--- src/rtl/adc_pkg.sv ---
// Shared types and frame constants for the MCP3008-class ADC reader.
// Latency: n/a (declarations only).
// Backpressure: n/a.
package adc_pkg;

   typedef enum logic [1:0] {
      IDLE     = 2'd0,
      CS_SETUP = 2'd1,
      SHIFT    = 2'd2,
      CS_HOLD  = 2'd3
   } state_t;

   localparam int FRAME_EDGES     = 17;   // SCLK periods per conversion frame
   localparam int FIRST_DATA_EDGE = 8;    // rising edge that carries B9
   localparam int CMD_BITS        = 5;    // start, SGL, D2, D1, D0
   localparam int ACCEL_MAX       = 1000;

endpackage

--- src/rtl/adc_accel_map.sv ---
// Clamp/scale of a raw 10-bit ADC code into the 0..1000 accel range.
// Latency: combinational; the parent registers y when a frame completes.
// Backpressure: none.
//   x : raw ADC code
//   y : 0 at/below LOW_TH, 1000 at/above HIGH_TH, else (x-LOW_TH)*2
import adc_pkg::*;

module adc_accel_map #(
   parameter int LOW_TH  = 280,
   parameter int HIGH_TH = 780
) (
   input  logic [9:0] x,
   output logic [9:0] y
);

   logic [10:0] x11;
   logic [10:0] scaled;

   always_comb begin
      x11    = {1'b0, x};
      scaled = (x11 - 11'(LOW_TH)) << 1;
      if (x11 <= 11'(LOW_TH)) begin
         y = '0;
      end else if (x11 >= 11'(HIGH_TH)) begin
         y = 10'(ACCEL_MAX);
      end else if (scaled > 11'(ACCEL_MAX)) begin
         // Only reachable if the thresholds span more than 500 codes.
         y = 10'(ACCEL_MAX);
      end else begin
         y = scaled[9:0];
      end
   end

endmodule

--- src/rtl/adc_spi_reader.sv ---
// SPI mode-0 master reading one MCP3008 channel; outputs raw sample and scaled accel.
// Latency: sample_valid 1+34*CLK_DIV cycles after start is accepted; busy drops CS_HIGH_CYC later.
// Backpressure: none; start is only sampled in IDLE, starts while busy are dropped.
//   clk, rst          : clock, synchronous active-high reset
//   start / busy      : conversion request / frame in progress
//   cs_n, sclk, din   : registered SPI outputs; dout : ADC serial data
//   sample, accel     : last raw code and its scaled value, updated with sample_valid
import adc_pkg::*;

module adc_spi_reader #(
   parameter int CLK_DIV     = 27,
   parameter int CHANNEL     = 4,
   parameter int CS_HIGH_CYC = 27,
   parameter int LOW_TH      = 280,
   parameter int HIGH_TH     = 780
) (
   input  logic       clk,
   input  logic       rst,
   input  logic       start,
   output logic       busy,
   output logic       cs_n,
   output logic       sclk,
   output logic       din,
   input  logic       dout,
   output logic [9:0] sample,
   output logic [9:0] accel,
   output logic       sample_valid
);

   localparam int CNT_MAX = (CLK_DIV > CS_HIGH_CYC) ? CLK_DIV : CS_HIGH_CYC;
   localparam int CNT_W   = $clog2(CNT_MAX + 1);
   localparam logic [CMD_BITS-1:0] CMD = {2'b11, 3'(CHANNEL)};

   state_t           state, state_nx;
   logic [CNT_W-1:0] cnt, cnt_nx;
   logic [4:0]       edge_r, edge_nx;
   logic [9:0]       shreg, shreg_nx;
   logic             cs_n_nx, sclk_nx, din_nx, busy_nx, valid_nx;
   logic [9:0]       sample_nx, accel_nx;
   logic [9:0]       accel_map_y;
   logic             div_done, hold_done;
   logic [2:0]       cmd_idx;

   adc_accel_map #(
      .LOW_TH  (LOW_TH),
      .HIGH_TH (HIGH_TH)
   ) u_map (
      .x (shreg),
      .y (accel_map_y)
   );

   always_comb begin
      state_nx  = state;
      cnt_nx    = cnt;
      edge_nx   = edge_r;
      shreg_nx  = shreg;
      cs_n_nx   = cs_n;
      sclk_nx   = sclk;
      din_nx    = din;
      sample_nx = sample;
      accel_nx  = accel;
      valid_nx  = 1'b0;
      div_done  = (cnt == CNT_W'(CLK_DIV - 1));
      hold_done = (cnt == CNT_W'(CS_HIGH_CYC - 1));
      // Falling edge r presents command bit r+1 (MSB-first numbering from 1).
      cmd_idx   = 3'(CMD_BITS - 1) - edge_r[2:0];

      case (state)
         IDLE: begin
            if (start) begin
               state_nx = CS_SETUP;
               cs_n_nx  = 1'b0;
               sclk_nx  = 1'b0;
               din_nx   = CMD[CMD_BITS-1];
               cnt_nx   = '0;
            end
         end
         CS_SETUP: begin
            if (div_done) begin
               cnt_nx   = '0;
               sclk_nx  = 1'b1;
               edge_nx  = 5'd1;
               state_nx = SHIFT;
            end else begin
               cnt_nx = cnt + 1'b1;
            end
         end
         SHIFT: begin
            if (!div_done) begin
               cnt_nx = cnt + 1'b1;
            end else begin
               cnt_nx = '0;
               if (sclk) begin
                  // Falling edge edge_r.
                  sclk_nx = 1'b0;
                  if (edge_r == 5'(FRAME_EDGES)) begin
                     cs_n_nx   = 1'b1;
                     din_nx    = 1'b0;
                     valid_nx  = 1'b1;
                     sample_nx = shreg;
                     accel_nx  = accel_map_y;
                     edge_nx   = '0;
                     state_nx  = CS_HOLD;
                  end else if (edge_r < 5'(CMD_BITS)) begin
                     din_nx = CMD[cmd_idx];
                  end else begin
                     din_nx = 1'b0;
                  end
               end else begin
                  // Rising edge edge_r+1; data bits arrive B9 first.
                  sclk_nx = 1'b1;
                  edge_nx = edge_r + 5'd1;
                  if (edge_r >= 5'(FIRST_DATA_EDGE - 1)) begin
                     shreg_nx = {shreg[8:0], dout};
                  end
               end
            end
         end
         CS_HOLD: begin
            if (hold_done) begin
               cnt_nx   = '0;
               state_nx = IDLE;
            end else begin
               cnt_nx = cnt + 1'b1;
            end
         end
         default: state_nx = IDLE;
      endcase

      busy_nx = (state_nx != IDLE);
   end

   always_ff @(posedge clk) begin
      if (rst) begin
         state        <= IDLE;
         cnt          <= '0;
         edge_r       <= '0;
         shreg        <= '0;
         cs_n         <= 1'b1;
         sclk         <= 1'b0;
         din          <= 1'b0;
         busy         <= 1'b0;
         sample_valid <= 1'b0;
         sample       <= '0;
         accel        <= '0;
      end else begin
         state        <= state_nx;
         cnt          <= cnt_nx;
         edge_r       <= edge_nx;
         shreg        <= shreg_nx;
         cs_n         <= cs_n_nx;
         sclk         <= sclk_nx;
         din          <= din_nx;
         busy         <= busy_nx;
         sample_valid <= valid_nx;
         sample       <= sample_nx;
         accel        <= accel_nx;
      end
   end

endmodule

--- config.mk ---
export PLATFORM = sky130hd
export DESIGN_NAME = adc_spi_reader
export DESIGN_NICKNAME = d
export VERILOG_FILES = /design/src/rtl/adc_pkg.sv /design/src/rtl/adc_accel_map.sv /design/src/rtl/adc_spi_reader.sv
export SDC_FILE = /design/constraint.sdc
export NUM_CORES = 1
export LEC_CHECK = 0
export ABC_AREA = 1
export CAP_MARGIN = 20
export CORE_ASPECT_RATIO = 0.75
export CORE_MARGIN = 3
export CORE_UTILIZATION = 60
export DETAILED_ROUTE_END_ITERATION = 10
export PLACE_DENSITY_LB_ADDON = 0.25
export RECOVER_POWER = 100
export SYNTH_ARGS = -nofsm -noshare
export SYNTH_HDL_FRONTEND = slang
export SYNTH_HIERARCHICAL = 1
export SYNTH_SLANG_ARGS = --single-unit
--- constraint.sdc ---
create_clock -name clk -period 2.5 [get_ports clk]
set_input_delay 0.25 -clock clk [delete_from_list [all_inputs] [get_ports clk]]
set_output_delay 0.25 -clock clk [all_outputs]
set_load 0.03 [all_outputs]
# Yosys cells after proc, flatten, opt, wreduce, memory -nomap -nowiden
# Memories as Yosys holds them, arrays and structs flattened.
# Cells that the tools add are included.
dict set report classes {
  addsub 4
  mul 0
  div_mod_pow 0
  magnitude_cmp 6
  eq_ne 11
  shift 0
  mux 35
  n_bitwise 3
  reduce_logical 13
}
# cell count
set ops {}
lappend ops {{10-bit two-way mux} 3}
lappend ops {{5-bit two-way mux} 6}
lappend ops {{5-bit one-hot mux with 2 select lines} 2}
lappend ops {{4-bit AND reduction} 5}
lappend ops {{1-bit two-way mux} 14}
lappend ops {{2-bit two-way mux} 6}
lappend ops {{11-bit by 10-bit greater-than comparator with 1-bit output (second input constant)} 1}
lappend ops {{5-bit by 1-bit adder with 5-bit output (second input constant)} 2}
lappend ops {{5-bit == test (second input constant)} 2}
lappend ops {{10-bit greater-or-equal comparator (second input constant)} 1}
lappend ops {{10-bit by 9-bit less-or-equal comparator with 1-bit output (second input constant)} 1}
lappend ops {{2-bit inequality test (second input constant)} 5}
lappend ops {{10-bit by 9-bit subtractor with 10-bit output (second input constant)} 1}
lappend ops {{2-bit one-hot mux with 4 select lines} 1}
lappend ops {{2-bit nonzero test} 3}
lappend ops {{5-bit by 3-bit greater-or-equal comparator with 1-bit output (second input constant)} 1}
lappend ops {{5-bit by 3-bit < comparator with 1-bit output (second input constant)} 1}
lappend ops {{5-bit AND reduction} 1}
lappend ops {{2-bit == test (second input constant)} 2}
lappend ops {{3-bit by 4-bit < comparator with 1-bit output (second input constant)} 1}
lappend ops {{1-bit one-hot mux with 2 select lines} 2}
lappend ops {{4-bit OR reduction} 1}
lappend ops {{3-bit inequality test (second input constant)} 1}
lappend ops {{1-bit inverter} 3}
lappend ops {{6 further kinds} 6}
dict set report word_totals {
  register_bits 47
  latchBits 0
  ramBits 0
  mem_bits_ro 8
  inputBits 4
  mem_count 1
}
# name depth word_bits read_ports rd_ports_with_merged_regs write_ports line_no
set mem_list {}
lappend mem_list {{(name not given)} 8 1 1 0 0 adc_spi_reader.sv:105} ;# din_nx = CMD[cmd_idx];

# Longest topological paths before layout
# Gate-level depths: netlist of run 1.
dict set report depth {
  word_depth 8
  depth_mapped 13
}

# Hierarchy
# Netlist of run 1, hierarchy kept.
# module instances cells_each area_each_um2
set by_module_without_submodules {}
lappend by_module_without_submodules {adc_spi_reader 1 287 2162.1}
lappend by_module_without_submodules {adc_accel_map 1 79 400.4}

# Worst setup path after synthesis of run 1
# No wires, ideal clock.
dict set report synth_timing {
  path_type {reg-to-reg}
  startpoint {register shreg[3]}
  endpoint {register accel[5]}
  setup_time_ps 116
  t_arrival_ps 1424
  t_required_ps 2384
  setup_slack_ps 960
  stages_incl_launch_ff 11
  cell_sequence {dfxtp_1 ha_1 inv_1 nand3_2 nand2_2 xor2_4 nand2_1 nor2_1 nor2_1 o21ai_0 nor2_1}
}
dict set report synth_via {
  elab_chain_len 5
  elab_cells_between_ends 7
  classes_between {add/sub: 1; order compare: 3; mux: 3}
}
# item line_no
set synth_rtl {}
lappend synth_rtl {{start: declaration} adc_spi_reader.sv:37} ;# logic [9:0] shreg, shreg_nx;
lappend synth_rtl {{start signal: assignment} adc_spi_reader.sv:150} ;# shreg <= shreg_nx;
lappend synth_rtl {{10-bit by 9-bit subtractor with 10-bit output} adc_accel_map.sv:21} ;# scaled = (x11 - 11'(LOW_TH)) << 1;
lappend synth_rtl {{11-bit by 10-bit greater-than comparator with 1-bit output} adc_accel_map.sv:26} ;# end else if (scaled > 11'(ACCEL_MAX)) begin
lappend synth_rtl {{10-bit two-way mux} adc_accel_map.sv:26}
lappend synth_rtl {{10-bit two-way mux} adc_accel_map.sv:24} ;# end else if (x11 >= 11'(HIGH_TH)) begin
lappend synth_rtl {{10-bit two-way mux (*)} adc_accel_map.sv:22} ;# if (x11 <= 11'(LOW_TH)) begin
lappend synth_rtl {{net accel_map_y[5]} adc_spi_reader.sv:40} ;# logic [9:0] accel_map_y;
lappend synth_rtl {{end signal: assignment} adc_spi_reader.sv:157} ;# accel <= accel_nx;
lappend synth_rtl {{end: declaration} adc_spi_reader.sv:26} ;# output logic [9:0] accel,
# The timed path passes the listed nets; every way through them passes the cells marked *.
# A chain may end at the register's enable or synchronous reset.

# Final worst setup path of run 1
dict set report layout_timing {
  startpoint {register state[0]}
  endpoint {register shreg[8]}
}
dict set report layout_via {
  elab_chain_len 2
}
# item line_no
set layout_rtl {}
lappend layout_rtl {{start: declaration} adc_spi_reader.sv:34} ;# state_t state, state_nx;
lappend layout_rtl {{start signal: assignment} adc_spi_reader.sv:147} ;# state <= state_nx;
lappend layout_rtl {{2-bit == test} adc_spi_reader.sv:68} ;# case (state)
lappend layout_rtl {{4-bit AND reduction (no line)} n/a}
# No other way between the ends.

==> impl_metrics.prom, run 1 <==
# TYPE chip_impl_metric gauge
chip_impl_info{name="outcome",value="finished, final reports clean"} 1
chip_impl_metric{name="power.leakage",unit="nW"} 1.38
chip_impl_metric{name="finalSetupTns",unit="ns"} 0
chip_impl_metric{name="std_cell_rows",unit=""} 19
chip_impl_info{name="worstSetupEndpointType",value="flop"} 1
chip_impl_metric{name="wp_data_required",unit="ns"} 2.73
chip_impl_metric{name="r2r_cells",unit=""} 8
chip_impl_metric{name="syn2layout_area_growth",unit="%"} 14.5
chip_impl_metric{name="placedCellCount",unit=""} 439
chip_impl_metric{name="drv_slew",unit=""} 0
chip_impl_metric{name="number_of_antenna_violations_at_the_first_check_in_global_routing",unit=""} 0
chip_impl_metric{name="firstDrtPassIters",unit=""} 4
chip_impl_metric{name="nNetsFinal",unit=""} 408
chip_impl_metric{name="yosys_register_bits",unit=""} 47
chip_impl_metric{name="drv_cap",unit=""} 0
chip_impl_metric{name="floorplan.io_pins",unit=""} 29
chip_impl_metric{name="num_antenna_cells",unit=""} 0
chip_impl_metric{name="slew-limit-headroom",unit=""} 0.584
chip_impl_metric{name="first_global_vias",unit=""} 2039
chip_impl_info{name="final_common_cell",value="nor2_1"} 1
chip_impl_metric{name="critPathMaxFanout",unit=""} 11
chip_impl_info{name="tritoncts",value="done"} 1
chip_impl_metric{name="worstPathArrival",unit="ns"} 2.29
chip_impl_metric{name="grt_pass1_wl",unit="mm"} 9.46
chip_impl_metric{name="cts_buffer_depth",unit=""} 2
chip_impl_metric{name="hold_buffers",unit=""} 0
chip_impl_info{name="commonest_non_fill_non_tap_cells_in_the_layout",value="80 x nor2_1, 65 x nand2_1, 47 x dfxtp_1, 37 x o21ai_0, 34 x inv_1"} 1
chip_impl_metric{name="remaining_drc_errors",unit=""} 0
chip_impl_metric{name="synth_area",unit="mm²"} 0.00256
chip_impl_metric{name="h-tree-depth",unit=""} 2
chip_impl_metric{name="post-cts-setup-buffers",unit=""} 0
chip_impl_metric{name="timing.final.setup_violations",unit=""} 0
chip_impl_metric{name="register_clock_pin_slew_on_the_reported_worst_setup_and_hold_paths",unit="ns"} 0.09
chip_impl_metric{name="power.ir.vdd_worst",unit="mV"} 0.508
chip_impl_metric{name="syn_nets",unit=""} 380
chip_impl_info{name="hold_path_class",value="flop to flop"} 1
chip_impl_metric{name="timing.final.hold_violations",unit=""} 0
chip_impl_metric{name="detailedPlacementHpwl",unit="mm"} 4.04
chip_impl_metric{name="i_o_buffers",unit=""} 28
chip_impl_info{name="unrepaired_setup_endpoints_after_global_routing",value="no"} 1
chip_impl_info{name="timing.critical_path.from_type",value="flop"} 1
chip_impl_metric{name="grt_overflow_total",unit=""} 0
chip_impl_metric{name="initial_utilization",unit=""} 0.661
chip_impl_metric{name="syn_avg_cell_area",unit="µm²"} 7.00
chip_impl_metric{name="grt_resource_usage_total",unit=""} 0.233
chip_impl_metric{name="routedWlPerCell",unit="µm"} 12.2
chip_impl_metric{name="die_footprint",unit="mm²"} 0.00510
chip_impl_info{name="r2r_end",value="shreg[8]"} 1
chip_impl_metric{name="finish.cell_count_without_fillers",unit=""} 447
chip_impl_metric{name="die_extent_in_x",unit="µm"} 81.5
chip_impl_metric{name="cells_after_synthesis",unit=""} 366
chip_impl_metric{name="clk-insertion-delay-late",unit="ns"} 0.30
chip_impl_metric{name="holdPathStages",unit=""} 2
chip_impl_metric{name="yosysUniqueCellTypes",unit=""} 35
chip_impl_metric{name="route.final.wire_length",unit="mm"} 5.44
chip_impl_metric{name="synth_sequential_area_ratio",unit=""} 0.367
chip_impl_metric{name="achievable-frequency",unit="MHz"} 486
chip_impl_metric{name="yosysWarningCount",unit=""} 6
chip_impl_metric{name="grt_start_max_net_pins",unit=""} 22
chip_impl_metric{name="antenna_left",unit=""} 0
chip_impl_metric{name="period_share",unit=""} 0.823
chip_impl_metric{name="detail_route.vias_per_cell",unit=""} 5.21
chip_impl_metric{name="gp_routability_congestion",unit=""} 0.994
chip_impl_metric{name="finalClockSkew",unit="ns"} 0.00584
chip_impl_metric{name="drive_gt1_frac",unit=""} 0.0962
chip_impl_metric{name="period_minus_slack",unit="ns"} 2.06
chip_impl_metric{name="tightestPinTransition",unit="ns"} 0.622
chip_impl_info{name="worst_hold_startpoint",value="din"} 1
chip_impl_metric{name="die-height",unit="µm"} 62.6
chip_impl_metric{name="dr.first_iter.drc_count",unit=""} 172
chip_impl_metric{name="num_vias",unit=""} 2328
chip_impl_metric{name="cts_inserted_buffers",unit=""} 5
chip_impl_info{name="worst_hold_path.endpoint",value="din"} 1
chip_impl_info{name="cts-root-buf",value="clkbuf_8"} 1
chip_impl_metric{name="post_cts_resize_count",unit=""} 0
chip_impl_metric{name="r2r_setup_slack",unit="ns"} 0.44
chip_impl_metric{name="cellPowerDensity",unit="mW/mm²"} 505
chip_impl_metric{name="clkSinkCount",unit=""} 47
chip_impl_info{name="reg2reg_from",value="state[0]"} 1
chip_impl_info{name="timing_worst_setup_path_type",value="flop to flop"} 1
chip_impl_metric{name="area_of_the_core",unit="mm²"} 0.00387
[worst max-delay path: stages, from the launching register on]
cell and delay [ns]:
dfxtp_1 0.36, inv_1 0.09, ha_1 0.35, nand2_1 0.18, inv_2 0.11, nand3_1 0.31
inv_1 0.35, o21ai_0 0.12, a21oi_1 0.12
[cell type report]
| type | count | area (µm²) |
|---|---|---|
| flip-flops and latches | 47 | 941 |
| repair buffers | 33 | 318 |
| inverters | 40 | 150 |
| well taps | 52 | 65.1 |
| clock buffers | 5 | 68.8 |
| multi-input cells | 267 | 1350 |
| fillers | 302 | 942 |
| clock inverters | 3 | 43.8 |
[routing by layer]
layer | track usage | part of all wire
met5 | 0 | 0
met3 | 0.0648 | 0.077
met4 | 0.0527 | 0.010
met2 | 0.337 | 0.42
met1 | 0.338 | 0.50
[through the flow]
stage	hold WS [ns]	setup WS, ns	cell area, µm²	utilization	power, W
final	0.467	0.442	2930	0.757	0.00148
after floorplan	0.395	0.960	2560	-	0.000904
after global placement	0.455	0.712	2850	0.735	0.000949
after detailed placement	0.464	0.610	2850	0.735	0.000953
after global routing	0.504	0.196	2930	0.757	0.00155
after CTS	0.477	0.565	2960	0.764	0.00150
[kinds of logic after synthesis]
kind of cell               count (synthesis)  synth area share
other                                      1           0.00146
buffers and inverters                     52            0.0967
and+or+nand+nor                          189             0.334
adders and majority gates                 10            0.0488
AOI/OAI and AO/OA                         62             0.127
DFF                                       47             0.367
xor gates and xnor gates                   5            0.0244
[state kept, by name, summed over array words and instances (netlist names)]
| name | flops |
|---|---|
| accel | 10 |
| busy | 1 |
| cnt | 5 |
| cs_n | 1 |
| din | 1 |
| edge_r | 5 |
| sample | 10 |
| sample_valid | 1 |
| sclk | 1 |
| shreg | 10 |
| state | 2 |
[Yosys cell counts]
cell type  instances  area [µm²]
nand4_1            2        12.5
nand3b_1           2        15.0
inv_2              8        30.0
clkbuf_1           4        15.0
or2_4              1        8.76
o21ai_1           13        65.1
nor4_1             1        6.26
o21ai_2            1        8.76
xnor2_1            2        17.5
nor3b_1            1        7.51
nand4_4            1        21.3
buf_6              6        67.6
or2_2              2        12.5
buf_4              2        15.0
nand3_2            3        30.0
nand3_1           17        85.1
nor2_4             2        22.5
a21oi_1           16        80.1
nor2_1            80         300
a21boi_0           1        7.51
nand2_4            1        11.3
nand2_1           63         236
a31oi_1            1        6.26
nand2_2            5        31.3
nor3_1             3        15.0
a21oi_2            2        17.5
dfxtp_1           47         941
nor2_2             4        25.0
xor2_4             1        27.5
conb_1             1        3.75
xor2_1             2        17.5
nor3_4             1        16.3
ha_1              10         125
o21ai_0           28         140
inv_1             32         120
[where the power goes]
part	internal [W]	switching, W
registers	0.000764	0.0000153
logic	0.0000538	0.0000971
clock network	0.000298	0.000253
[how the worst max path moves through the flow]
stage | start | end | slack (ns) | cells past startpoint
2_1_floorplan | shreg[3] | accel[5] | 0.96 | 10
3_3_place_gp | state[0] | sample[9] | 0.71 | 7
3_5_place_dp | state[0] | accel[7] | 0.61 | 7
4_1_cts | state[0] | accel[6] | 0.57 | 7
5_1_grt | state[0] | shreg[8] | 0.20 | 8
6_report | state[0] | shreg[8] | 0.44 | 8
Power figures use the tool's default switching activity.
==> run 2, diff against run 1 <==
Settings changed: CORE_UTILIZATION 60 to 50.
Clock period 2.5 ns to 1.8 ns, I/O delays scaled along.
==> run 2 against run 1 <==
Register-to-register slack worse by 0.33 ns. Power up 29%. Sequential power up 39%. Critical path depth unchanged. Setup slack worse by 0.33 ns. Combinational power up 46%. Cell count up 2.5%. Clock skew up 0.0013 ns. Non-clock buffer count up 6. Sequential cell count unchanged. Critical path type unchanged. Core utilization down 12 points.
==> impl_metrics.prom, run 2 (synthesis gave the netlist of run 1 again) <==
# TYPE chip_impl_metric gauge
chip_impl_info{name="outcome",value="finished, final reports clean"} 1
chip_impl_metric{name="achievable-frequency",unit="MHz"} 593
chip_impl_metric{name="die_extent_in_x",unit="µm"} 88.7
chip_impl_metric{name="worstPathArrival",unit="ns"} 1.93
chip_impl_metric{name="timing.final.hold_violations",unit=""} 0
chip_impl_metric{name="fill_cells",unit=""} 419
chip_impl_info{name="hold_path_class",value="flop to flop"} 1
chip_impl_metric{name="route.final.wire_length",unit="mm"} 5.60
chip_impl_info{name="timing_worst_setup_path_type",value="flop to flop"} 1
chip_impl_metric{name="timing.final.setup_violations",unit=""} 0
chip_impl_metric{name="routedWlPerCell",unit="µm"} 12.2
chip_impl_info{name="biggest_regs",value="accel x10, sample x10, shreg x10"} 1
chip_impl_metric{name="finalClockSkew",unit="ns"} 0.00712
chip_impl_metric{name="detail_route.vias_per_cell",unit=""} 5.10
chip_impl_metric{name="syn2layout_area_growth",unit="%"} 17.8
chip_impl_info{name="timing.critical_path.from_type",value="flop"} 1
chip_impl_metric{name="r2r_cells",unit=""} 8
chip_impl_metric{name="grt_resource_usage_total",unit=""} 0.203
chip_impl_metric{name="cts_inserted_buffers",unit=""} 5
chip_impl_metric{name="placedCellCount",unit=""} 449
chip_impl_metric{name="period_share",unit=""} 0.936
chip_impl_metric{name="power.ir.vdd_worst",unit="mV"} 0.342
chip_impl_info{name="reg2reg_from",value="state[0]"} 1
chip_impl_metric{name="firstDrtPassIters",unit=""} 4
chip_impl_metric{name="num_vias",unit=""} 2334
chip_impl_metric{name="std_cell_rows",unit=""} 21
chip_impl_metric{name="drive_gt1_frac",unit=""} 0.137
chip_impl_metric{name="dr.first_iter.drc_count",unit=""} 192
chip_impl_metric{name="nNetsFinal",unit=""} 414
chip_impl_info{name="unrepaired_setup_endpoints_after_global_routing",value="no"} 1
chip_impl_metric{name="antenna_left",unit=""} 0
chip_impl_info{name="worst_hold_path.endpoint",value="din"} 1
chip_impl_metric{name="clkSinkCount",unit=""} 47
chip_impl_metric{name="initial_utilization",unit=""} 0.545
chip_impl_metric{name="area_of_the_core",unit="mm²"} 0.00470
chip_impl_info{name="tritoncts",value="done"} 1
chip_impl_metric{name="die_footprint",unit="mm²"} 0.00603
chip_impl_metric{name="detailedPlace.worstSlack",unit="ns"} 0.0812
chip_impl_metric{name="fin_worst_hold_slack",unit="ns"} 0.477
chip_impl_info{name="worstSetupEndpointType",value="flop"} 1
chip_impl_metric{name="number_of_antenna_violations_at_the_first_check_in_global_routing",unit=""} 0
chip_impl_metric{name="clk-insertion-delay-late",unit="ns"} 0.30
chip_impl_info{name="final_common_cell",value="nor2_1"} 1
chip_impl_metric{name="final_design_area_no_fill",unit="mm²"} 0.00302
chip_impl_metric{name="finish.cell_count_without_fillers",unit=""} 458
chip_impl_metric{name="holdPathStages",unit=""} 2
chip_impl_metric{name="placed_cell_area",unit="mm²"} 0.00292
chip_impl_metric{name="i_o_buffers",unit=""} 28
chip_impl_metric{name="wp_data_required",unit="ns"} 2.04
chip_impl_metric{name="drv_slew",unit=""} 0
chip_impl_metric{name="finalSetupTns",unit="ns"} 0
chip_impl_metric{name="first_global_vias",unit=""} 2079
chip_impl_metric{name="drv_cap",unit=""} 0
chip_impl_metric{name="period_minus_slack",unit="ns"} 1.69
chip_impl_metric{name="floorplan.io_pins",unit=""} 29
chip_impl_info{name="cts-root-buf",value="clkbuf_8"} 1
chip_impl_metric{name="r2r_setup_slack",unit="ns"} 0.11
chip_impl_metric{name="register_clock_pin_slew_on_the_reported_worst_setup_and_hold_paths",unit="ns"} 0.09
chip_impl_info{name="worst_hold_startpoint",value="din"} 1
chip_impl_metric{name="remaining_drc_errors",unit=""} 0
chip_impl_metric{name="layout_setup_ws",unit="ns"} 0.115
chip_impl_metric{name="hold_buffers",unit=""} 0
chip_impl_metric{name="gp_routability_congestion",unit=""} 0.887
chip_impl_metric{name="h-tree-depth",unit=""} 2
chip_impl_metric{name="grt_pass1_wl",unit="mm"} 9.47
chip_impl_metric{name="cellPowerDensity",unit="mW/mm²"} 634
chip_impl_info{name="r2r_end",value="edge_r[2]"} 1
chip_impl_info{name="commonest_non_fill_non_tap_cells_in_the_layout",value="80 x nor2_1, 64 x nand2_1, 45 x dfxtp_1, 31 x inv_1, 29 x o21ai_0"} 1
chip_impl_metric{name="grt_start_max_net_pins",unit=""} 31
chip_impl_metric{name="power.leakage",unit="nW"} 1.42
chip_impl_metric{name="grt_overflow_total",unit=""} 0
chip_impl_metric{name="cts_buffer_depth",unit=""} 2
chip_impl_metric{name="detailedPlacementHpwl",unit="mm"} 4.25
chip_impl_metric{name="die-height",unit="µm"} 68.0
chip_impl_info{name="launch_point_of_the_critical_path",value="state[0]"} 1
chip_impl_metric{name="num_antenna_cells",unit=""} 0
chip_impl_metric{name="critPathMaxFanout",unit=""} 8
## run 2: cell types whose count changed in the layout (fill, tap and decap cells not counted), sizes merged
cell | before | now
buf | 5 | 11
bufinv | 1 | 0
clkinv | 2 | 3
## run 2: layout make-up
type | instances | area (µm²) | share of cell area
clock inverters | 3 | 15.0 | 0.00498
repair buffers | 39 | 388 | 0.129
well taps | 57 | 71.3 | 0.0236
inverters | 40 | 150 | 0.0498
clock buffers | 5 | 68.8 | 0.0228
multi-input cells | 267 | 1380 | 0.458
flip-flops and latches | 47 | 943 | 0.313
## run 2: worst max path at each step
stage / to / slack [ns]
floorplan: accel[5] / 0.26
global placement: accel[6] / 0.15
detailed placement: accel[5] / 0.08
CTS: accel[5] / 0.05
global route: accel[9] / 0.001
finish: edge_r[2] / 0.11
## run 2: timing repair
item / 4_1_cts / 5_1_grt
setup endpoints to repair: 0 / 12
gates resized for setup: 0 / 8
setup buffers: 0 / 1
## run 2: per-layer routing
layer / routed length (µm) / up-vias / part of all wire / track usage
li1: - / 1233 / - / -
met1: 2850 / 1044 / 0.51 / 0.290
met2: 2350 / 51 / 0.42 / 0.295
met3: 336 / 6 / 0.060 / 0.0469
met4: 63 / 0 / 0.011 / 0.0736
met5: 0 / - / 0 / 0
## run 2: worst max-delay path, stage by stage, from the launching register on
cell	delay [ns]
dfxtp_1	0.40
inv_1	0.09
ha_2	0.23
buf_4	0.16
o21ai_2	0.19
nand2_1	0.22
inv_2	0.13
nand3_1	0.09
a21oi_2	0.12
## run 2: power by group
part           total [W]  internal (W)  switching [W]
Combinational   0.000221     0.0000821       0.000139
Clock           0.000614      0.000266       0.000347
Sequential       0.00108       0.00106      0.0000191
## run 2: through the flow
stage	utilization	power (W)
2_1_floorplan	-	0.00126
3_3_place_gp	0.620	0.00133
3_5_place_dp	0.620	0.00133
4_1_cts	0.638	0.00194
5_1_grt	0.642	0.00201
6_report	0.642	0.00191
